`config.mk`:
```
export PLATFORM = sky130hd
export DESIGN_NAME = hazard_ctrl_flat
export DESIGN_NICKNAME = d
export VERILOG_FILES = /design/src/rtl/hazard_ctrl_pkg.sv /design/src/rtl/hazard_ctrl_if.sv /design/src/rtl/hazard_perf_cnt.sv /design/src/rtl/hazard_ctrl.sv /design/src/flat_wrapper.sv
export SDC_FILE = /design/constraint.sdc
export NUM_CORES = 1
export LEC_CHECK = 0
export CORE_MARGIN = 2
export CORE_UTILIZATION = 34
export DETAILED_ROUTE_END_ITERATION = 16
export GPL_ROUTABILITY_DRIVEN = 0
export PLACE_DENSITY = 0.84
export SLEW_MARGIN = 20
export SYNTH_ARGS = -nofsm -noshare
export SYNTH_HDL_FRONTEND = slang
export SYNTH_HIERARCHICAL = 1
export SYNTH_SLANG_ARGS = --single-unit
```
`constraint.sdc`:
```
create_clock -name clk -period 2.16 [get_ports clk]
set_input_delay 0.432 -clock clk [delete_from_list [all_inputs] [get_ports clk]]
set_output_delay 0.432 -clock clk [all_outputs]
set_load 0.005 [all_outputs]
```
`src/rtl/hazard_ctrl_pkg.sv`:
```
// hazard_ctrl_pkg: FSM states, RV32I opcodes and register-use helpers for hazard_ctrl
package hazard_ctrl_pkg;
  typedef enum logic [1:0] {RUN = 2'd0, MEM_WAIT = 2'd1, FLUSH = 2'd2} state_e;
  localparam logic [6:0] R_TYPE        = 7'b0110011;
  localparam logic [6:0] I_TYPE_LOAD   = 7'b0000011;
  localparam logic [6:0] I_TYPE_OP_IMM = 7'b0010011;
  localparam logic [6:0] S_TYPE        = 7'b0100011;
  localparam logic [6:0] B_TYPE        = 7'b1100011;
  localparam logic [6:0] JAL           = 7'b1101111;
  localparam logic [6:0] JALR          = 7'b1100111;
  function automatic logic reads_rs1(input logic [6:0] op);
    return op inside {R_TYPE, I_TYPE_LOAD, I_TYPE_OP_IMM, S_TYPE, B_TYPE, JALR};
  endfunction
  function automatic logic reads_rs2(input logic [6:0] op);
    return op inside {R_TYPE, S_TYPE, B_TYPE};
  endfunction
endpackage

```
`src/rtl/hazard_ctrl_if.sv`:
```
// hazard_ctrl_if: pipeline-to-hazard-controller bundle; master = pipeline, slave = hazard_ctrl; perf ports under HAZARD_PERF_CNT_EN
interface hazard_ctrl_if;
  logic [31:0] instr_ID, instr_EX;
  logic [4:0]  rs1_raddr_ID, rs2_raddr_ID, rd_waddr_EX;
  logic        branch_taken_EX, dmem_req_M, dmem_ready;
  logic        stall_IF, stall_ID, stall_EX, stall_M, flush_IF, flush_EX, mem_timeout_err;
  logic [1:0]  state_o;
`ifdef HAZARD_PERF_CNT_EN
  logic [31:0] perf_stall_cnt, perf_flush_cnt;
`endif
  modport master (
`ifdef HAZARD_PERF_CNT_EN
    input perf_stall_cnt, perf_flush_cnt,
`endif
    output instr_ID, instr_EX, rs1_raddr_ID, rs2_raddr_ID, rd_waddr_EX,
    output branch_taken_EX, dmem_req_M, dmem_ready,
    input stall_IF, stall_ID, stall_EX, stall_M, flush_IF, flush_EX, mem_timeout_err, state_o
  );
  modport slave (
`ifdef HAZARD_PERF_CNT_EN
    output perf_stall_cnt, perf_flush_cnt,
`endif
    input instr_ID, instr_EX, rs1_raddr_ID, rs2_raddr_ID, rd_waddr_EX,
    input branch_taken_EX, dmem_req_M, dmem_ready,
    output stall_IF, stall_ID, stall_EX, stall_M, flush_IF, flush_EX, mem_timeout_err, state_o
  );
endinterface

```
`src/rtl/hazard_perf_cnt.sv`:
```
// hazard_perf_cnt: wrapping 32-bit counters of stalled-fetch cycles and redirect events; ports clk, rst, stall_i, redirect_i, stall_cnt_o, flush_cnt_o
module hazard_perf_cnt (
  input  logic        clk,
  input  logic        rst,
  input  logic        stall_i,
  input  logic        redirect_i,
  output logic [31:0] stall_cnt_o,
  output logic [31:0] flush_cnt_o
);
  logic [31:0] stall_q, flush_q;
  always_ff @(posedge clk) begin
    if (rst) begin
      stall_q <= '0;
      flush_q <= '0;
    end else begin
      stall_q <= stall_q + 32'(stall_i);
      flush_q <= flush_q + 32'(redirect_i);
    end
  end
  assign stall_cnt_o = stall_q;
  assign flush_cnt_o = flush_q;
endmodule

```
`src/rtl/hazard_ctrl.sv`:
```
// hazard_ctrl: load-use bubble, branch squash and dmem freeze sequencing; ports clk, rst, bus (hazard_ctrl_if.slave); perf counters under HAZARD_PERF_CNT_EN
module hazard_ctrl
  import hazard_ctrl_pkg::*;
#(
  parameter int FLUSH_CYCLES = 2,
  parameter int MEM_TIMEOUT  = 255
) (
  input logic clk,
  input logic rst,
  hazard_ctrl_if.slave bus
);
  localparam logic [7:0] FLUSH_RELOAD = 8'(FLUSH_CYCLES - 1);
  localparam logic [7:0] TIMEOUT      = 8'(MEM_TIMEOUT);
  localparam state_e     REDIRECT_ST  = (FLUSH_CYCLES > 1) ? FLUSH : RUN;
  state_e     state_q, state_d;
  logic [7:0] wait_cnt_q, wait_cnt_d, flush_cnt_q, flush_cnt_d;
  logic       ret_q, ret_d;
  logic       mem_stall, load_use, frozen, redirect, bubble;
  always_comb begin
    mem_stall = bus.dmem_req_M && !bus.dmem_ready;
    load_use  = bus.instr_EX[6:0] == I_TYPE_LOAD && bus.rd_waddr_EX != 5'd0 &&
                ((reads_rs1(bus.instr_ID[6:0]) && bus.rs1_raddr_ID == bus.rd_waddr_EX) ||
                 (reads_rs2(bus.instr_ID[6:0]) && bus.rs2_raddr_ID == bus.rd_waddr_EX));
  end
  always_ff @(posedge clk) begin
    if (rst) begin
      state_q     <= RUN;
      wait_cnt_q  <= '0;
      flush_cnt_q <= '0;
      ret_q       <= 1'b0;
    end else begin
      state_q     <= state_d;
      wait_cnt_q  <= wait_cnt_d;
      flush_cnt_q <= flush_cnt_d;
      ret_q       <= ret_d;
    end
  end
  // ret_q remembers that a memory freeze interrupted FLUSH, so the remaining flush cycles resume afterwards
  always_comb begin
    state_d     = state_q;
    wait_cnt_d  = wait_cnt_q;
    flush_cnt_d = flush_cnt_q;
    ret_d       = ret_q;
    case (state_q)
      RUN, FLUSH:
        if (mem_stall) begin
          state_d    = MEM_WAIT;
          wait_cnt_d = 8'd1;
          ret_d      = state_q == FLUSH;
        end else if (bus.branch_taken_EX) begin
          state_d     = REDIRECT_ST;
          flush_cnt_d = FLUSH_RELOAD;
        end else if (state_q == FLUSH) begin
          flush_cnt_d = flush_cnt_q - 8'd1;
          state_d     = flush_cnt_q == 8'd1 ? RUN : FLUSH;
        end
      MEM_WAIT:
        if (bus.dmem_ready || wait_cnt_q == TIMEOUT) begin
          state_d    = (bus.dmem_ready && ret_q) ? FLUSH : RUN;
          ret_d      = 1'b0;
          wait_cnt_d = '0;
        end else begin
          wait_cnt_d = wait_cnt_q + 8'd1;
        end
      default: state_d = RUN;
    endcase
  end
  // outputs are held low while rst is asserted regardless of the inputs
  always_comb begin
    frozen              = !rst && (state_q == MEM_WAIT || mem_stall);
    redirect            = !rst && !frozen && bus.branch_taken_EX;
    bubble              = !rst && !frozen && !bus.branch_taken_EX && state_q == RUN && load_use;
    bus.stall_IF        = frozen || bubble;
    bus.stall_ID        = frozen || bubble;
    bus.stall_EX        = frozen;
    bus.stall_M         = frozen;
    bus.flush_IF        = redirect || (!rst && !frozen && state_q == FLUSH);
    bus.flush_EX        = redirect || bubble;
    bus.mem_timeout_err = !rst && state_q == MEM_WAIT && !bus.dmem_ready && wait_cnt_q == TIMEOUT;
    bus.state_o         = state_q;
  end
`ifdef HAZARD_PERF_CNT_EN
  hazard_perf_cnt u_perf (
    .clk        (clk),
    .rst        (rst),
    .stall_i    (bus.stall_IF),
    .redirect_i (redirect),
    .stall_cnt_o(bus.perf_stall_cnt),
    .flush_cnt_o(bus.perf_flush_cnt)
  );
`endif
endmodule
```
`src/flat_wrapper.sv`:
```
// flat-port wrapper written by rule: the top's interface ports become plain ports
module hazard_ctrl_flat import hazard_ctrl_pkg::*;
#(
  parameter int FLUSH_CYCLES = 2,
  parameter int MEM_TIMEOUT  = 255
)
  (clk, rst, bus_instr_ID, bus_instr_EX, bus_rs1_raddr_ID, bus_rs2_raddr_ID, bus_rd_waddr_EX, bus_branch_taken_EX, bus_dmem_req_M, bus_dmem_ready, bus_stall_IF, bus_stall_ID, bus_stall_EX, bus_stall_M, bus_flush_IF, bus_flush_EX, bus_mem_timeout_err, bus_state_o);
  hazard_ctrl_if bus_i ();
  input logic clk;
  input logic rst;
  input wire logic [$bits(bus_i.instr_ID)-1:0] bus_instr_ID;
  input wire logic [$bits(bus_i.instr_EX)-1:0] bus_instr_EX;
  input wire logic [$bits(bus_i.rs1_raddr_ID)-1:0] bus_rs1_raddr_ID;
  input wire logic [$bits(bus_i.rs2_raddr_ID)-1:0] bus_rs2_raddr_ID;
  input wire logic [$bits(bus_i.rd_waddr_EX)-1:0] bus_rd_waddr_EX;
  input wire logic [$bits(bus_i.branch_taken_EX)-1:0] bus_branch_taken_EX;
  input wire logic [$bits(bus_i.dmem_req_M)-1:0] bus_dmem_req_M;
  input wire logic [$bits(bus_i.dmem_ready)-1:0] bus_dmem_ready;
  output wire logic [$bits(bus_i.stall_IF)-1:0] bus_stall_IF;
  output wire logic [$bits(bus_i.stall_ID)-1:0] bus_stall_ID;
  output wire logic [$bits(bus_i.stall_EX)-1:0] bus_stall_EX;
  output wire logic [$bits(bus_i.stall_M)-1:0] bus_stall_M;
  output wire logic [$bits(bus_i.flush_IF)-1:0] bus_flush_IF;
  output wire logic [$bits(bus_i.flush_EX)-1:0] bus_flush_EX;
  output wire logic [$bits(bus_i.mem_timeout_err)-1:0] bus_mem_timeout_err;
  output wire logic [$bits(bus_i.state_o)-1:0] bus_state_o;
  assign bus_i.instr_ID = bus_instr_ID;
  assign bus_i.instr_EX = bus_instr_EX;
  assign bus_i.rs1_raddr_ID = bus_rs1_raddr_ID;
  assign bus_i.rs2_raddr_ID = bus_rs2_raddr_ID;
  assign bus_i.rd_waddr_EX = bus_rd_waddr_EX;
  assign bus_i.branch_taken_EX = bus_branch_taken_EX;
  assign bus_i.dmem_req_M = bus_dmem_req_M;
  assign bus_i.dmem_ready = bus_dmem_ready;
  assign bus_stall_IF = bus_i.stall_IF;
  assign bus_stall_ID = bus_i.stall_ID;
  assign bus_stall_EX = bus_i.stall_EX;
  assign bus_stall_M = bus_i.stall_M;
  assign bus_flush_IF = bus_i.flush_IF;
  assign bus_flush_EX = bus_i.flush_EX;
  assign bus_mem_timeout_err = bus_i.mem_timeout_err;
  assign bus_state_o = bus_i.state_o;
  hazard_ctrl #(.FLUSH_CYCLES(FLUSH_CYCLES), .MEM_TIMEOUT(MEM_TIMEOUT)) u_core (.clk(clk), .rst(rst), .bus(bus_i));
endmodule
```
# Yosys cells after proc, flatten, opt, wreduce, memory -nomap -nowiden
# Index checks and enable logic that the tools add are counted.
dict set report word_totals {
  regBits 19
  input_bits 84
  word_cells 75
}
dict set report classes {
  n_addsub 2
  n_eq_ne 16
  muxes 15
  bitwise 1
  reduce_logical 37
}
# cell n
set ops {}
lappend ops {{$mux W8} 4}
lappend ops {{$logic_and A1 B1 Y1} 16}
lappend ops {{$pmux W8 S2} 1}
lappend ops {{$eq A7 B2 Y1 const B} 2}
lappend ops {{$eq A7 B6 Y1 const B} 2}
lappend ops {{$eq A7 B7 Y1 const B} 2}
lappend ops {{$mux W2} 6}
lappend ops {{$eq A5 B5 Y1} 2}
lappend ops {{$add A8 B1 Y8 const B} 1}
lappend ops {{$eq A8 B1 Y1 const B} 1}
lappend ops {{$eq A8 B8 Y1 const B} 1}
lappend ops {{$sub A8 B1 Y8 const B} 1}
lappend ops {{$eq A7 B5 Y1 const B} 1}
lappend ops {{$logic_or A1 B1 Y1} 6}
lappend ops {{$reduce_and A3 Y1} 2}
lappend ops {{$reduce_bool A6 Y1} 1}
lappend ops {{$reduce_bool A5 Y1} 1}
lappend ops {{$logic_not A1 Y1} 4}
lappend ops {{$ne A2 B1 Y1 const B} 2}
lappend ops {{$ne A4 B2 Y1 const B} 1}
lappend ops {{$pmux W2 S2} 1}
lappend ops {{$reduce_and A2 Y1} 2}
lappend ops {{$reduce_bool A2 Y1} 2}
lappend ops {{$reduce_bool A3 Y1} 1}
lappend ops {{other kinds (7)} 8}

# Logic depth before layout (Yosys ltp)
# Gate-level depths: netlist (run 1).
dict set report logic_depth {
  word_depth 10
  depth_mapped 7
  ltp_nobuf 6
}

# Least setup slack after synthesis (run 1)
# Ideal clock, no wire load.
dict set report synth_timing {
  path_kind {input to output}
  start {input port bus_instr_ID[3]}
  end {output port bus_stall_IF}
  arrival_ps 1618
  required_time_ps 1728
  setup_slack_ps 110
  path_stages 5
  path_cell_list {nand3b_1 > or4_4 > o41ai_4 > a21o_1 > buf_4}
}
dict set report synth_between {
  elab_chain_cells 7
  word_cells_on_any_way 14
}
# element line_no
set synth_rtl {}
lappend synth_rtl {{from (decl)} flat_wrapper.sv:11} ;# input wire logic [$bits(bus_i.instr_ID)-1:0] bus_instr_ID;
lappend synth_rtl {{$eq A7 B6 Y1 (tied with other cells)} {hazard_ctrl_pkg.sv:12, hazard_ctrl_pkg.sv:15}}
lappend synth_rtl {{$reduce_bool A6 Y1 / $reduce_bool A3 Y1 (equally long branches)} {hazard_ctrl_pkg.sv:12, hazard_ctrl_pkg.sv:15}}
lappend synth_rtl {{$logic_and A1 B1 Y1, on equally long branches} {hazard_ctrl.sv:22, hazard_ctrl.sv:23}}
lappend synth_rtl {{$logic_or A1 B1 Y1 (*)} hazard_ctrl.sv:22} ;# ((reads_rs1(bus.instr_ID[6:0]) && bus.rs1_raddr_ID == bus.rd_waddr_EX) ||
lappend synth_rtl {{$logic_and A1 B1 Y1 (*)} hazard_ctrl.sv:21} ;# load_use = bus.instr_EX[6:0] == I_TYPE_LOAD && bus.rd_waddr_EX != 5'd0 &&
lappend synth_rtl {{$logic_and A1 B1 Y1 (*)} hazard_ctrl.sv:72} ;# bubble = !rst && !frozen && !bus.branch_taken_EX && state_q == RUN && load_use;
lappend synth_rtl {{$logic_or A1 B1 Y1 (*)} n/a}
lappend synth_rtl {{to (decl)} flat_wrapper.sv:19} ;# output wire logic [$bits(bus_i.stall_IF)-1:0] bus_stall_IF;
# Every way passes the cells marked *; elsewhere a longest branch is shown, timed or not.

# Worst setup path after layout (run 1)
dict set report layout_timing {
  start {input port bus_rs2_raddr_ID[1]}
  end {output port bus_stall_ID}
}
dict set report layout_between {
  elab_chain_cells 6
}
# element line_no
set layout_rtl {}
lappend layout_rtl {{from (decl)} flat_wrapper.sv:14} ;# input wire logic [$bits(bus_i.rs2_raddr_ID)-1:0] bus_rs2_raddr_ID;
lappend layout_rtl {{$eq A5 B5 Y1} hazard_ctrl.sv:23} ;# (reads_rs2(bus.instr_ID[6:0]) && bus.rs2_raddr_ID == bus.rd_waddr_EX));
lappend layout_rtl {{$logic_and A1 B1 Y1} hazard_ctrl.sv:23}
lappend layout_rtl {{$logic_or A1 B1 Y1} hazard_ctrl.sv:22}
lappend layout_rtl {{$logic_and A1 B1 Y1} hazard_ctrl.sv:21}
lappend layout_rtl {{$logic_and A1 B1 Y1} hazard_ctrl.sv:72}
lappend layout_rtl {{$logic_or A1 B1 Y1} hazard_ctrl.sv:74} ;# bus.stall_ID = frozen || bubble;
lappend layout_rtl {{to (decl)} flat_wrapper.sv:20} ;# output wire logic [$bits(bus_i.stall_ID)-1:0] bus_stall_ID;
# No other way between the ends.

==> metrics.md, run 1 <==
| Metric | Value |
|---|---|
| Critical path type | `in -> out` |
| Pin count of the biggest net entering global routing | `17` |
| CP endpoint kind | `primary output` |
| WL final | `3.226 mm` |
| Ports | `93` |
| Leakage | `between 0.8 and 0.9 nW` |
| HP Class | `reg -> reg` |
| Commonest non-fill, non-tap cell in the layout | `nor2_1` |
| Final period util | `105.1%` |
| CTS tree | `yes` |
| Core Area | `roughly 0.0036 mm²` |
| Post-Syn Instances | `156` |
| Crit-path max cell delay | `between 0.5 and 0.6 ns` |
| Fin crit period | `around 2.3 ns` |
| Synth area leader | `dfxtp_1` |
| Worst clock skew | `0.009718 ns` |
| Std cell rows | `22` |
| Die Y | `roughly 65 µm` |
| Number of synthesized register bits | `19` |
| Syn Area/Cell | `8.077 µm²` |
| Synthesized cell area | `about 0.0013 mm²` |
| Synth cell types | `44` |
| Final hold slack | `0.5032 ns` |
| DRT iter0 DRCs | `between 80 and 90` |
| Synth-to-layout area growth | `51.84%` |
| Commonest non-fill, non-tap cells in the layout | `nor2_1, buf_4, clkdlybuf4s50_1` |
| Final ANT Viol Nets | `0` |
| CP Data Required Time | `~1.7 ns` |
| Wire length per cell | `12.08 µm` |
| Final worst slack | `-0.1106 ns` |
| Clk pin slew, worst setup/hold paths | `about 0.08 ns` |
| PwrDens | `approximately 470 mW/mm²` |
| Top Family by Delay on Critical Path | `simple AND/OR/NAND/NOR gates` |
| 1st-pass router iterations | `4` |
| First-pass GRT wire length | `around 5.5 mm` |
| Die width | `approximately 65 µm` |
| Synthesis Warnings | `6` |
| Fmax | `440.4 MHz` |
| Fraction of registers with async set/reset | `0%` |
| NumNets Final | `roughly 300` |
| Top cells by area, synth | `dfxtp_1, xor2_1, nor2_1` |
| Via density | `5.052` |
| Crit-path cells | `buf_6 > xor2_1 > or4_4 > o41ai_4 > buf_4 > a21o_1 > buf_2` |
| CP max FO | `2` |
| Ys flop type | `dfxtp_1` |
| Starting density of the core | `between 30% and 40%` |
| H-tree depth | `1` |
| Antenna fix cells | `0` |
| Slew @ Worst Pin | `about 0.4 ns` |
| Post-CTS Hold Buffers | `0` |
| Clock root buffer | `clkbuf_8` |
| Vias in the first global route | `1,295` |
| Buffers added on ports | `between 40 and 50` |
| RSZ-0062 raised after global routing | `yes` |
| Slew headroom | `73.56%` |
| Initial antenna violation count | `0` |
| DIE AREA | `0.004209 mm²` |
| Ratio of cells with drive above 1 in the final layout | `between 20% and 30%` |
| DRC violations left | `0` |
| DP Cell Count | `261` |
| Skew-Pair Late Insertion Delay | `0.26 ns` |
| CP max stage cell | `or4_4` |
| Share of the yosys chip area belonging to registers | `30.19%` |
| GRT Overall Usage | `about 16%` |
| Total global routing overflow | `0` |
| Final Instance Count excl. Fillers | `roughly 270` |
| Max-cap viol count | `0` |
| Critical path data arrival time | `approximately 1.8 ns` |
| Clock sinks | `19` |
| Fin. Hold Viols | `0` |
| Status | `finished, violations left` |
| DP HPWL | `between 2 and 2.5 mm` |
| Cts bufs inserted | `3` |
| Via count | `roughly 1.3k` |
| Slew Limit Fails | `0` |
| Post-synth top area share | `between 30% and 40%` |
| Setup violations, final | `3` |
| Clk buf depth | `2` |
| Synth Net Count | `around 240` |
| Startpoint types | `input pin` |
| Failing checks | `negative setup slack` |
| Post-synth EDFFs | `0` |
| CP bufs+invs | `3` |
| VDD IR max | `236.2 µV` |
==> worst reg2reg max path, cell delays in order (launching register included) <==
cell	delay (ns)
dfxtp_1	0.31
ha_1	0.20
buf_4	0.14
nand3_1	0.13
nor2_1	0.08
or4_1	0.41
a311oi_1	0.26
==> cell usage after synthesis, drive strengths merged, types with 2 or more instances <==
cell    number
nor2        27
dfxtp       19
nand3       12
xor2        12
nand2        9
nor3         7
a21oi        6
o21ai        6
buf          5
inv          5
nand3b       5
nor2b        5
or4          4
xnor2        4
ha           3
nor4         3
a211oi       2
a21o         2
a31oi        2
or3          2
==> flip-flops by register name, indices dropped and copies added, names as in the netlist <==
register and flops:
u_core/ret_q 1, u_core/wait_cnt_q 8, u_core/flush_cnt_q 8, u_core/bus.state_o 2
==> where the power goes <==
| part | leakage [nW] | switching, mW | total [mW] | internal [mW] |
|---|---|---|---|---|
| Combinational | 0.621 | 0.120 | 0.268 | 0.149 |
| Clock | 0.0255 | 0.124 | 0.253 | 0.128 |
| Sequential | 0.155 | 0.0159 | 0.386 | 0.370 |
| Total | 0.802 | 0.260 | 0.907 | 0.647 |
==> per-layer routing <==
layer	vias to the layer above	part of all wire [%]	wire [µm]	GRT usage (%)
li1	681	-	-	-
met1	606	46	1484	19.15
met2	52	46	1476	29.25
met3	10	6.3	204	3.472
met4	0	1.9	61	3.723
met5	-	0	0	0
==> cells by family (layout without fill, tap and decap cells) <==
| kind of cell | Yosys count | after routing | share of synthesized area [%] |
|---|---|---|---|
| fa+ha+maj | 3 | 3 | 2.979 |
| simple gates | 80 | 80 | 35.06 |
| xor+xnor | 16 | 16 | 11.12 |
| compound gates | 27 | 27 | 15.89 |
| flops | 19 | 19 | 30.19 |
| buf+inv | 11 | 74 | 4.766 |
==> cell type report <==
type / count / area, µm²
clock buffers: 3 / 41.29
clock inverters: 1 / 5.005
fillers: 326 / 1693
inverters: 5 / 18.77
multi-input cells: 126 / 853.3
flip-flops and latches: 19 / 380.4
well taps: 48 / 60.06
repair buffers: 65 / 554.3
==> stage by stage <==
stage               TNS [ns]  power (mW)  setup WS [ns]  utilization (%)  cell area, µm²
floorplan                  0      0.5316         0.1099                -            1260
global placement      -3.246      0.6593        -0.7418            51.49            1857
detailed placement    -3.381      0.6651        -0.7671            51.49            1857
CTS                  -0.5100      0.9125        -0.2129            53.05            1913
global route         -0.4980      0.9602        -0.1685            53.05            1913
finish               -0.3287      0.9069        -0.1106            53.05            1913
==> timing repair <==
item                                    in CTS  in global routing
endpoints found under the setup margin       7                  3
resized for setup                           61                  7
pin swaps                                   13                 10
setup buffers                                1                  1
==> worst paths after layout <==
path	from	to	slack (ns)	depth (start not counted)
setup / recovery	bus_rs2_raddr_ID[1]	bus_stall_ID	-0.11	7
hold / removal	u_core/ret_q$_SDFFE_PP0P_	u_core/ret_q$_SDFFE_PP0P_	0.50	2
setup reg to reg	u_core/wait_cnt_q[0]$_SDFFE_PP0P_	u_core/wait_cnt_q[0]$_SDFFE_PP0P_	0.53	6
hold reg to reg	u_core/ret_q$_SDFFE_PP0P_	u_core/ret_q$_SDFFE_PP0P_	0.50	2
Power figures use the tool's default switching activity.
==> inputs of run 2 (changes only) <==
CORE_ASPECT_RATIO = 0.8   (was not set)
GPL_ROUTABILITY_DRIVEN = not set   (was 0)
PLACE_DENSITY = 0.89   (was 0.84)
==> metrics.md, run 2 (synthesized netlist as in run 1, its figures left out) <==
| Metric | Value |
|---|---|
| Slew headroom | `74.37%` |
| Clk pin slew, worst setup/hold paths | `about 0.07 ns` |
| Slew Limit Fails | `0` |
| Util after Layout | `around 56%` |
| Setup violations, final | `2` |
| Die width | `just over 70 µm` |
| Top Family by Delay on Critical Path | `buffers and inverters` |
| Slew @ Worst Pin | `roughly 0.38 ns` |
| H-tree depth | `1` |
| Fin crit period | `about 2.2 ns` |
| Hold path start | `u_core/flush_cnt_q[7]$_SDFFE_PP0P_` |
| Max-cap viol count | `0` |
| Antenna fix cells | `0` |
| Hold worst-path end | `u_core/flush_cnt_q[7]$_SDFFE_PP0P_` |
| Std cell rows | `19` |
| DRT iter0 DRCs | `between 150 and 200` |
| Commonest non-fill, non-tap cell in the layout | `nor2_1` |
| WP depth | `7` |
| VDD IR max | `roughly 310 µV` |
| RSZ-0062 raised after global routing | `yes` |
| DP HPWL | `between 2 and 2.5 mm` |
| 1st-pass router iterations | `4` |
| Fmax | `between 400 and 500 MHz` |
| Clock sinks | `19` |
| Status | `finished, violations left` |
| Ports | `93` |
| GRT Overall Usage | `16.10%` |
| Final period util | `100.3%` |
| NumNets Final | `between 300 and 400` |
| Core Area | `between 0.003 and 0.004 mm²` |
| PwrDens | `around 470 mW/mm²` |
| Dpl ws | `-0.7568 ns` |
| Leakage | `roughly 0.8 nW` |
| Crit-path cells | `clkdlybuf4s50_1 > nand2_1 > nor3_2 > o2111ai_2 > nor3_2 > a21o_1 > buf_2` |
| CP max stage cell | `clkdlybuf4s50_1` |
| GP Congestion | `between 0.8 and 0.9` |
| Starting density of the core | `between 30% and 40%` |
| Buffers added on ports | `42` |
| Initial antenna violation count | `0` |
| Post-CTS Hold Buffers | `0` |
| DIE AREA | `0.004212 mm²` |
| First-pass GRT wire length | `between 5 and 6 mm` |
| Critical path data arrival time | `about 1.7 ns` |
| Worst clock skew | `0.01223 ns` |
| HP Class | `reg -> reg` |
| CTS tree | `yes` |
| WL final | `approximately 3.3 mm` |
| CP max FO | `2` |
| Skew-Pair Late Insertion Delay | `between 0.2 and 0.3 ns` |
| Via density | `~5.1` |
| CP dominant cell by count | `nor3_2` |
| Worst reg2reg setup slack | `between 0.4 and 0.5 ns` |
| Reg2reg start | `u_core/wait_cnt_q[0]$_SDFFE_PP0P_` |
| DRC violations left | `0` |
| Hold Crit Depth | `2` |
| Ratio of cells with drive above 1 in the final layout | `25.34%` |
| Failing checks | `negative setup slack` |
| Design Power | `0.9177 mW` |
| Via count | `roughly 1.4k` |
| Clk buf depth | `2` |
| Critical path type | `in -> out` |
| Reg2reg end | `u_core/wait_cnt_q[0]$_SDFFE_PP0P_` |
| FF-to-FF path depth | `6` |
| Cts bufs inserted | `3` |
| CP Data Required Time | `between 1.5 and 2 ns` |
| Startpoint types | `input pin` |
| Fin. Hold Viols | `0` |
| Final worst slack | `-0.006732 ns` |
| CP bufs+invs | `2` |
| Total global routing overflow | `0` |
| Synth-to-layout area growth | `54.42%` |
| Final ANT Viol Nets | `0` |
| Vias in the first global route | `between 1k and 1.5k` |
| Die Y | `about 60 µm` |
| Wire length per cell | `between 10 and 15 µm` |
| Crit-path max cell delay | `roughly 0.46 ns` |
| Pin count of the biggest net entering global routing | `17` |
| Commonest non-fill, non-tap cells in the layout | `nor2_1, buf_4, clkdlybuf4s50_1` |
| Clock root buffer | `clkbuf_8` |
| CP endpoint kind | `primary output` |
[run 2: layer usage]
layer,vias up,share of wire (%),track usage (%)
met3,7,7.9,4.795
met1,610,46,21.54
met4,0,0.99,4.313
li1,685,-,-
met2,50,45,25.43
met5,-,0,0
[run 2: through the flow]
step                      hold WS (ns)  instance area [µm²]  cells  setup TNS [ns]
after floorplan                 0.4600                 1260    156               0
after global placement          0.4711                 1849    255          -3.321
after detailed placement        0.4929                 1849    255          -3.326
after CTS                       0.5041                 1892    261         -0.2557
after global routing            0.5452                 1946    263         -0.2185
final                           0.5079                 1946    263        -0.01301
[run 2: worst max path at each step]
stage	to	slack (ns)	startpoint
floorplan	bus_stall_IF	0.11	bus_instr_ID[3]
global placement	bus_stall_IF	-0.75	bus_rd_waddr_EX[2]
detailed placement	bus_stall_ID	-0.76	bus_rd_waddr_EX[2]
CTS	bus_stall_ID	-0.1	bus_dmem_req_M
global route	bus_stall_IF	-0.09	bus_instr_EX[1]
finish	bus_stall_ID	-0.007	bus_instr_EX[1]
[run 2: power breakdown]
| group | switching, mW | internal (mW) | total [mW] |
|---|---|---|---|
| logic | 0.124 | 0.154 | 0.278 |
| registers | 0.0167 | 0.370 | 0.387 |
| clock network | 0.124 | 0.128 | 0.253 |
| total | 0.265 | 0.653 | 0.918 |
[run 2: area by class of cell]
class                   count  area (µm²)
multi-input cells         126       870.8
inverters                   5       18.77
flip-flops and latches     19       381.6
fillers                   303        1549
clock inverters             1       5.005
clock buffers               3       41.29
well taps                  42       52.55
repair buffers             67       575.6
[run 2: timing repair]
item,in CTS,in global routing
buffers inserted,2,3
pin swaps,13,10
endpoints found under the setup margin,7,4
gates resized for setup,56,11
[run 2: worst register-to-register path: stages, from the launching register on]
cell      delay [ns]
dfxtp_1         0.33
ha_1            0.20
buf_4           0.14
nand3_1         0.14
nor2_1          0.09
or4_1           0.40
a311oi_1        0.28
==> inputs of run 3 (changes only) <==
CELL_PAD_IN_SITES_DETAIL_PLACEMENT = 0   (was not set)
CELL_PAD_IN_SITES_GLOBAL_PLACEMENT = 2   (was not set)
CORE_UTILIZATION = 17   (was 34)
==> metrics.md, run 3 (synthesized netlist as in run 1, its figures left out) <==
| Metric | Value |
|---|---|
| PwrDens | `~450 mW/mm²` |
| CP Data Required Time | `1.73 ns` |
| Clock sinks | `19` |
| Status | `finished, violations left` |
| Clk pin slew, worst setup/hold paths | `~0.080 ns` |
| Starting density of the core | `between 10% and 20%` |
| Leakage | `between 0.8 and 0.9 nW` |
| Sequential Area | `~380 µm²` |
| Pin count of the biggest net entering global routing | `17` |
| Setup violations, final | `2` |
| Crit-path cells | `buf_6 > xor2_1 > or4_4 > o41ai_4 > buf_4 > a21o_1 > buf_2` |
| Clock root buffer | `clkbuf_8` |
| Slew headroom | `71.44%` |
| Final worst slack | `-0.1028 ns` |
| GP Congestion | `0.7625` |
| Antenna fix cells | `0` |
| CTS tree | `yes` |
| Critical path data arrival time | `1.83 ns` |
| Std cell rows | `28` |
| DIE AREA | `~0.0081 mm²` |
| Max-cap viol count | `0` |
| First-pass GRT wire length | `around 5.4 mm` |
| Reg2reg start | `u_core/bus.state_o[0]$_SDFFE_PP0P_` |
| Buffers added on ports | `between 40 and 50` |
| Initial antenna violation count | `0` |
| GRT Overall Usage | `7.959%` |
| Critical path type | `in -> out` |
| Startpoint types | `input pin` |
| Via count | `between 1k and 1.5k` |
| Die width | `around 100 µm` |
| Design Power | `just over 0.9 mW` |
| Worst reg2reg setup slack | `0.50 ns` |
| WL final | `3.291 mm` |
| Post-CTS Hold Buffers | `0` |
| H-tree depth | `1` |
| Skew-Pair Late Insertion Delay | `about 0.25 ns` |
| Util after Layout | `between 20% and 30%` |
| DP HPWL | `approximately 2.6 mm` |
| Commonest non-fill, non-tap cells in the layout | `nor2_1, buf_4, dfxtp_1` |
| Fmax | `~440 MHz` |
| VDD IR max | `roughly 210 µV` |
| Wire length per cell | `10.55 µm` |
| Clk buf depth | `2` |
| Crit-path max cell delay | `~0.54 ns` |
| Worst clock skew | `between 0.006 and 0.007 ns` |
| WP depth | `7` |
| CP startpoint | `bus_rs2_raddr_ID[1]` |
| DRT iter0 DRCs | `63` |
| CP endpoint kind | `primary output` |
| RSZ-0062 raised after global routing | `yes` |
| Slew Limit Fails | `0` |
| Via density | `between 4 and 5` |
| Die Y | `81 µm` |
| CP max stage cell | `or4_4` |
| Synth-to-layout area growth | `60.97%` |
| CP Capture Point | `bus_stall_ID` |
| Core Area | `approximately 0.0073 mm²` |
| Reg2reg end | `u_core/wait_cnt_q[5]$_SDFFE_PP0P_` |
| DRC violations left | `0` |
| Total global routing overflow | `0` |
| Ports | `93` |
| Area of the multi-input gates | `around 880 µm²` |
| Top Family by Delay on Critical Path | `simple AND/OR/NAND/NOR gates` |
| Vias in the first global route | `approximately 1.3k` |
| Commonest non-fill, non-tap cell in the layout | `nor2_1` |
| Failing checks | `negative setup slack` |
| Setup TNS | `-0.2034 ns` |
| Fin. Hold Viols | `0` |
| Fin crit period | `~2.3 ns` |
| Final ANT Viol Nets | `0` |
| Slew @ Worst Pin | `between 0.4 and 0.5 ns` |
| Cts bufs inserted | `3` |
| Ratio of cells with drive above 1 in the final layout | `a little over a quarter` |
| HP Class | `reg -> reg` |
| Final period util | `104.8%` |
| Fillers | `790` |
| 1st-pass router iterations | `4` |
| CP bufs+invs | `3` |
| NumNets Final | `310` |
| CP max FO | `2` |
| FF-to-FF path depth | `6` |
## run 3: how the worst min path moves through the flow
| stage | start | end | slack, ns | cells past startpoint |
|---|---|---|---|---|
| 2_1_floorplan | u_core/ret_q$_SDFFE_PP0P_ | u_core/ret_q$_SDFFE_PP0P_ | 0.46 | 2 |
| 3_3_place_gp | u_core/ret_q$_SDFFE_PP0P_ | u_core/ret_q$_SDFFE_PP0P_ | 0.48 | 2 |
| 3_5_place_dp | u_core/ret_q$_SDFFE_PP0P_ | u_core/ret_q$_SDFFE_PP0P_ | 0.48 | 2 |
| 4_1_cts | u_core/ret_q$_SDFFE_PP0P_ | u_core/ret_q$_SDFFE_PP0P_ | 0.49 | 2 |
| 5_1_grt | u_core/ret_q$_SDFFE_PP0P_ | u_core/ret_q$_SDFFE_PP0P_ | 0.52 | 2 |
| 6_report | u_core/ret_q$_SDFFE_PP0P_ | u_core/ret_q$_SDFFE_PP0P_ | 0.49 | 2 |
## run 3: repair_timing
item,CTS,global route
pin swaps,15,13
resized for setup,59,18
setup buffers,1,0
endpoints found under the hold margin,0,0
endpoints found under the setup margin,7,4
## run 3: per-layer routing
metal  routed length, µm  vias up  track usage, %
met5                   0        -               0
met4                  25        0           2.055
met2                1411       29           13.49
li1                    -      686               -
met1                1678      598           10.72
met3                 176        2           1.033
## run 3: power breakdown
group / switching [mW] / total, mW / internal [mW] / leakage (nW)
registers: 0.0149 / 0.385 / 0.370 / 0.155
logic: 0.121 / 0.271 / 0.150 / 0.695
clock network: 0.119 / 0.250 / 0.131 / 0.0228
## run 3: worst reg2reg max path, cell delays in order, from the launching register on
cell,delay [ns]
dfxtp_1,0.34
buf_4,0.12
buf_4,0.17
nor3b_4,0.23
o21ai_2,0.11
or4_1,0.48
a21oi_1,0.16
## run 3: layout make-up
class	count	area share [%]
Multi-Input combinational cell	126	43.43
Clock buffer	4	2.221
Sequential cell	19	18.75
Tap cell	90	5.552
Timing Repair Buffer	68	29.12
Inverter	5	0.9254
## run 3: through the flow
| step | instance area (µm²) | worst slack [ns] | hold WS [ns] | std cells |
|---|---|---|---|---|
| finish | 2028 | -0.1028 | 0.4899 | 312 |
| global route | 2028 | -0.1981 | 0.5191 | 312 |
| CTS | 1993 | -0.2394 | 0.4915 | 312 |
| detailed placement | 1939 | -0.7981 | 0.4811 | 307 |
| global placement | 1939 | -0.7752 | 0.4767 | 307 |
| floorplan | 1260 | 0.1099 | 0.4600 | 156 |
==> edit 1: new RTL, config.mk and constraints of run 2 <==
Make the reset (`rst`) asynchronous in one clocked block.
--- a/src/rtl/hazard_ctrl.sv
+++ b/src/rtl/hazard_ctrl.sv
@@ -22,7 +22,7 @@
                 ((reads_rs1(bus.instr_ID[6:0]) && bus.rs1_raddr_ID == bus.rd_waddr_EX) ||
                  (reads_rs2(bus.instr_ID[6:0]) && bus.rs2_raddr_ID == bus.rd_waddr_EX));
   end
-  always_ff @(posedge clk) begin
+  always_ff @(posedge clk or posedge rst) begin
     if (rst) begin
       state_q     <= RUN;
       wait_cnt_q  <= '0;
Behaviour: differs if rst is asserted again (counterexample within 4 cycles, from zero or initial values and one cycle with rst high); with rst held inactive, the same outputs for 10 cycles.
==> edit 1 against run 2 <==
- hold slack got worse by 0.15 ns
- wire length rose by 7.7%
- sequential cell count did not move
- area after synthesis rose by 5.9%
- global-route usage fell by 0.10 points
- worst setup slack improved by 0.048 ns
- cell area rose by 2.1%
- critical path type unchanged
Power is not compared: it rests on default switching activity, and its combinational part moved more than twofold at a synthesized area within 25%.
==> edit 1: results (changes against run 2) <==
| Metric | Value |
|---|---|
| Met2 track demand over resource in global routing | 31.1% (+5.7 points) |
| Slowest stage cell on the critical path | or3_4 |
| Leading post-synthesis cells by instance count | 22 x nor2_1, 19 x dfrtp_1, 12 x o21ai_0, 11 x nand2_1 |
| Outcome | finished, final reports clean |
| Top sig layer | met3 |
| Worst hold slack after final layout | 0.358 ns (-0.150 ns) |
| Net count, final | 302 (-2.3%) |
| Met2 WL | 1790 µm (+20%) |
| Global-route wire length before repair | 5530 µm (+3.3%) |
| Pin count of the biggest net entering global routing | 16 (-1) |
| Average cell area after synthesis | 8.66 µm² (+7.2%) |
| Clock input transition at the sequential cells of the worst setup and hold paths | 0.08 ns |
| Data arrival time of the critical path | 1.69 ns (-0.04 ns) |
| FF-to-FF End | u_core/wait_cnt_q[3]$_DFFE_PP0P_ |
| Slowest stage delay, CP | 0.40 ns (-0.06 ns) |
| Via count | 1,333 (-1.4%) |
| Number of setup buffers added after CTS | 1 (-1) |
| Register-to-register setup slack | 0.38 ns (-0.10 ns) |
| GRT met1 Usage | 17.2% (-4.3 points) |
| Starting DRC count in detailed routing | 66 (-60%) |
| First-pass iteration count of the detailed router | 4 (unchanged) |
| Maximum clock path buffer count | 2 (unchanged) |
| GRT Resource Usage Total | 16.0% (-0.10 points) |
| IR Drop Worst-Case VDD | 0.344 mV |
| Final cell count without fillers | 269 (+2.3%) |
| DP Wirelength | 2780 µm (+14%) |
| Net count after synthesis | 241 (-0.82%) |
| Fraction of registers with async set or reset after synthesis | 100% (+100 points) |
| Leakage | 0.911 nW |
| Layout cells sized above 1 | 21.0% (-4.3 points) |
| Insertion delay of the later-clocked pin in the worst-skew pair | 0.26 ns (about the same) |
| Dpl cells | 264 (+3.5%) |
| Kind of cell adding the most delay to the critical path | simple AND/OR/NAND/NOR gates |
| Top area cells in the synthesized netlist | dfrtp_1 36%, nor2_1 6.2%, xor2_1 5.9% |
| Path category of the worst min-delay check | in2async |
| Depth of the most critical reg-to-reg path | 7 (+1) |
| Met3 Track Usage GR | 5.06% (+0.26 points) |
| Maximum net fanout on the critical path | 3 (+1) |
| Worst slew slack as a fraction of its limit | 66.3% (-8.1 points) |
| H-tree levels | 1 (unchanged) |
| Launch point of the critical path | bus_dmem_req_M |
| PostCTS Resize Cnt | 41 (-27%) |
| Worst R2R Start | u_core/wait_cnt_q[1]$_DFFE_PP0P_ |
| CP Capture Point | bus_stall_IF |
| Number of different library cells in the post-synthesis netlist | 39 (-11%) |
| Dominant synthesized flop cell | dfrtp_1 |
| Wire length on met1 | 1460 µm (-4.9%) |
| Weighted congestion reported at the end of routability-driven placement | 0.787 (-8.8%) |
| Fillers | 343 (+13%) |
| Worst-case clock skew | 0.0124 ns (+0.000139 ns) |
| Wire length after detailed routing | 3580 µm (+7.7%) |
| Total of warnings raised by yosys | 6 (unchanged) |
| Antenna violations before repair | 0 (unchanged) |
| Sum of met3 wire segment lengths after detailed routing | 332 µm (+26%) |
| Register area share after synthesis | 35.6% (+5.5 points) |
| Clock Root Buffer | clkbuf_8 |
## edit 1: cell count changes after synthesis, sizes merged, moves of 4 or more
cell           run 2  this run
nor2              27        23
dfxtp             19         0
o21ai              6        13
nand3b             5         1
dfrtp              0        19
or4                4         0
## edit 1: logic make-up (layout without fill, tap and decap cells)
| kind of cell | count (synthesis) | after routing | share of synthesized area [%] |
|---|---|---|---|
| flip-flops | 19 | 19 | 35.6 |
| multiplexers | 1 | 1 | 0.750 |
| buffers and inverters | 12 | 72 | 5.07 |
| XOR/XNOR | 14 | 14 | 9.19 |
| AND/OR/NAND/NOR | 76 | 76 | 31.0 |
| adder cells (fa/ha/maj) | 3 | 3 | 2.81 |
| AO/OA/AOI/OAI | 29 | 29 | 15.6 |
## edit 1: worst register-to-register path: stages (launching register included)
cell	delay [ns]
dfrtp_1	0.46
ha_1	0.21
buf_4	0.16
nand2_1	0.09
o311ai_4	0.38
nor2b_1	0.09
o21ai_0	0.16
o31ai_1	0.10
## edit 1: layout make-up
type | instances | area, µm² | area share [%]
timing repair buffer | 60 | 520 | 26.2
tap | 55 | 68.8 | 3.46
clock buffer | 3 | 41.3 | 2.08
sequential | 19 | 475 | 23.9
clock inverter | 1 | 5.00 | 0.252
inverter | 8 | 30.0 | 1.51
multi-input combinational | 123 | 846 | 42.6
## edit 1: per-stage QoR
step                setup slack, ns  cell area (µm²)
detailed placement           -0.620             1910
global route                -0.0307             1990
finish                       0.0410             1990
CTS                         0.00394             1940
global placement             -0.566             1910
floorplan                     0.154             1330
## edit 1: power groups by stage
stage	clock [mW]	sequential, mW	combinational, mW
global placement	0	0.547	0.671
floorplan	0	0.551	0.387
CTS	0.254	0.545	0.689
global route	0.273	0.560	0.773
detailed placement	0	0.552	0.694
finish	0.243	0.546	0.699
==> edit 2: new RTL, settings of run 2 <==
Made on the original files. `MEM_TIMEOUT` is set to 255 in 2 places; all go to 127.
--- a/src/rtl/hazard_ctrl.sv
+++ b/src/rtl/hazard_ctrl.sv
@@ -3,7 +3,7 @@
   import hazard_ctrl_pkg::*;
 #(
   parameter int FLUSH_CYCLES = 2,
-  parameter int MEM_TIMEOUT  = 255
+  parameter int MEM_TIMEOUT  = 127
 ) (
   input logic clk,
   input logic rst,
--- a/src/flat_wrapper.sv
+++ b/src/flat_wrapper.sv
@@ -2,7 +2,7 @@
 module hazard_ctrl_flat import hazard_ctrl_pkg::*;
 #(
   parameter int FLUSH_CYCLES = 2,
-  parameter int MEM_TIMEOUT  = 255
+  parameter int MEM_TIMEOUT  = 127
 )
   (clk, rst, bus_instr_ID, bus_instr_EX, bus_rs1_raddr_ID, bus_rs2_raddr_ID, bus_rd_waddr_EX, bus_branch_taken_EX, bus_dmem_req_M, bus_dmem_ready, bus_stall_IF, bus_stall_ID, bus_stall_EX, bus_stall_M, bus_flush_IF, bus_flush_EX, bus_mem_timeout_err, bus_state_o);
   hazard_ctrl_if bus_i ();
Function: no difference found for any inputs over 10 cycles, from zero or initial values and one cycle with rst high; that may be too few to reach the edited logic, so the function may still have changed.
==> edit 2 against run 2 <==
- the flow still finishes with violations (setup timing)
- power fell by 1.7%
- worst setup slack worse by 0.092 ns
- area after synthesis fell by 1.6%
- wire length grew 4.0%
- sequential cell count stayed put
- cell count is 1.5% lower
- clock skew increased by 0.0015 ns
- cell area down 1.9%
- non-clock buffer count down 3
- global-route usage up 1.3 points
- hold slack worse by 0.0071 ns
- die area is 1.5% lower
- largest cell class unchanged
- synthesized cell count decreased by 1.3%
==> edit 2: results (changes against run 2) <==
| Metric | Value |
|---|---|
| Outcome | finished, violations left |
| Failing checks | setup timing |
| Worst R2R Start | u_core/wait_cnt_q[0]$_SDFFE_PP0P_ |
| Dominant synthesized flop cell | dfxtp_1 |
| Maximum net fanout on the critical path | 2 (unchanged) |
| Final cell count without fillers | 259 (-1.5%) |
| Total of buffers placed on input and output ports | 42 (unchanged) |
| GRT Resource Usage Total | 17.4% (+1.3 points) |
| Insertion delay of the later-clocked pin in the worst-skew pair | 0.26 ns (about the same) |
| Depth of the most critical reg-to-reg path | 6 (unchanged) |
| Layout cells sized above 1 | 26.7% (+1.4 points) |
| Hold Startpoint | u_core/ret_q$_SDFFE_PP0P_ |
| Antenna violations before repair | 0 (unchanged) |
| Leakage | 0.831 nW (+1.2%) |
| Path category of the worst min-delay check | reg2reg |
| Clock input transition at the sequential cells of the worst setup and hold paths | 0.08 ns |
| Worst-case clock skew | 0.0137 ns (+0.00151 ns) |
| Antenna cells | 0 (unchanged) |
| Vias per cell | 5.29 (+2.8%) |
| Number of different library cells in the post-synthesis netlist | 43 (-2.3%) |
| Number of instances on the worst hold path | 2 (unchanged) |
| Post-route antenna net violation count | 0 (unchanged) |
| Fillers | 312 (+3.0%) |
| Gate count of the mapped netlist | 154 (-1.3%) |
| Final setup violation count | 2 (unchanged) |
| Net count after synthesis | 241 (-0.82%) |
| DP Wirelength | 2680 µm (+9.8%) |
| Total of warnings raised by yosys | 6 (unchanged) |
| Via count of the first global-routing pass | 1,268 (+6.8%) |
| Data arrival time of the critical path | 1.83 ns (+0.10 ns) |
| IR Drop Worst-Case VDD | 0.223 mV (-27%) |
| Register area share after synthesis | 30.7% (+0.49 points) |
| H-tree levels | 1 (unchanged) |
| First-pass iteration count of the detailed router | 4 (unchanged) |
| Dpl cells | 253 (-0.78%) |
| Routed length per instance | 13.3 µm (+5.6%) |
| Weighted congestion reported at the end of routability-driven placement | 0.842 (-2.4%) |
| Clock Root Buffer | clkbuf_8 |
| Top area cells in the synthesized netlist | dfxtp_1 31%, xor2_1 8.5%, nor2_1 8.2% |
| Fraction of registers with async set or reset after synthesis | 0% (unchanged) |
| Worst slew slack as a fraction of its limit | 74.0% (-0.33 points) |
| Worst hold path endpoint | u_core/ret_q$_SDFFE_PP0P_ |
| Global-route wire length before repair | 5710 µm (+6.8%) |
| Register-to-register setup slack | 0.48 ns (about the same) |
| Starting DRC count in detailed routing | 97 (-41%) |
| Min setup slack post-route | -0.0991 ns (-0.0924 ns) |
| Maximum clock path buffer count | 2 (unchanged) |
| Net count, final | 305 (-1.3%) |
| Leading post-synthesis cells by instance count | 27 x nor2_1, 19 x dfxtp_1, 12 x xor2_1, 10 x nand3_1, 8 x a21oi_1 |
| Pin count of the biggest net entering global routing | 17 (unchanged) |
| TritonCTS buffer count | 3 (unchanged) |
## edit 2: changes by cell type in the layout (fill, tap and decap cells not counted), sizes merged, moves of 3 or more
cell | run 2 | this run
buf | 34 | 31
clkbuf | 4 | 7
clkdlybuf4s50 | 21 | 18
dlygate4sd2 | 9 | 6
dlymetal6s2s | 2 | 5
## edit 2: timing repair
| action | CTS | global route |
|---|---|---|
| pin swaps | 10 | 13 |
| endpoints found under the setup margin | 7 | 4 |
| resized for setup | 56 | 17 |
| setup buffers | 2 | 0 |
## edit 2: cells by family after synthesis
| group | synth area share (%) |
|---|---|
| simple gates | 34.3 |
| compound gates | 16.4 |
| flops | 30.7 |
| xor+xnor | 11.3 |
| buf+inv | 4.24 |
| fa+ha+maj | 3.03 |
## edit 2: power breakdown
| group | switching [mW] | internal [mW] | total (mW) |
|---|---|---|---|
| clock | 0.120 | 0.128 | 0.248 |
| sequential | 0.0156 | 0.370 | 0.386 |
| combinational | 0.123 | 0.146 | 0.269 |
| total | 0.258 | 0.644 | 0.902 |
## edit 2: stage by stage
step                      cell area, µm²  setup TNS (ns)  setup slack, ns  hold slack (ns)
after floorplan                     1240               0            0.106            0.460
after global placement              1830           -3.47           -0.757            0.478
after detailed placement            1830           -3.61           -0.769            0.489
after CTS                           1880          -0.543           -0.226            0.500
after global routing                1910          -0.383           -0.176            0.539
final                               1910          -0.197          -0.0991            0.501
## edit 2: critical path, cell delays in order
cell and delay [ns]:
buf_6 0.09, xor2_1 0.15, or4_4 0.54, o41ai_4 0.24
buf_4 0.16, a21o_1 0.11, buf_2 0.11
## edit 2: area by class of cell
class | count | share of cell area, %
clock inverter | 1 | 0.262
clock buffer | 3 | 2.16
timing repair buffer | 64 | 28.4
multi-input combinational | 125 | 45.5
sequential | 19 | 19.9
tap | 42 | 2.75
inverter | 5 | 0.983
## edit 2: how the worst max path moves through the flow
stage / slack, ns / end / cells after the start / start
after floorplan: 0.11 / bus_stall_IF / 5 / bus_instr_ID[3]
after CTS: -0.23 / bus_stall_ID / 7 / bus_rs2_raddr_ID[1]
after global placement: -0.76 / bus_stall_ID / 6 / bus_rd_waddr_EX[2]
after detailed placement: -0.77 / bus_stall_ID / 6 / bus_rd_waddr_EX[2]
after global routing: -0.18 / bus_stall_IF / 7 / bus_rs2_raddr_ID[1]
final: -0.1 / bus_stall_ID / 7 / bus_rs2_raddr_ID[1]
## edit 2: metal layers
metal | GRT usage (%) | wire, µm | vias to the layer above
met2 | 28.4 | 1600 | 48
li1 | - | - | 678
met5 | 0 | 0 | -
met1 | 23.3 | 1600 | 641
met3 | 2.78 | 218 | 2
met4 | 6.74 | 34 | 0
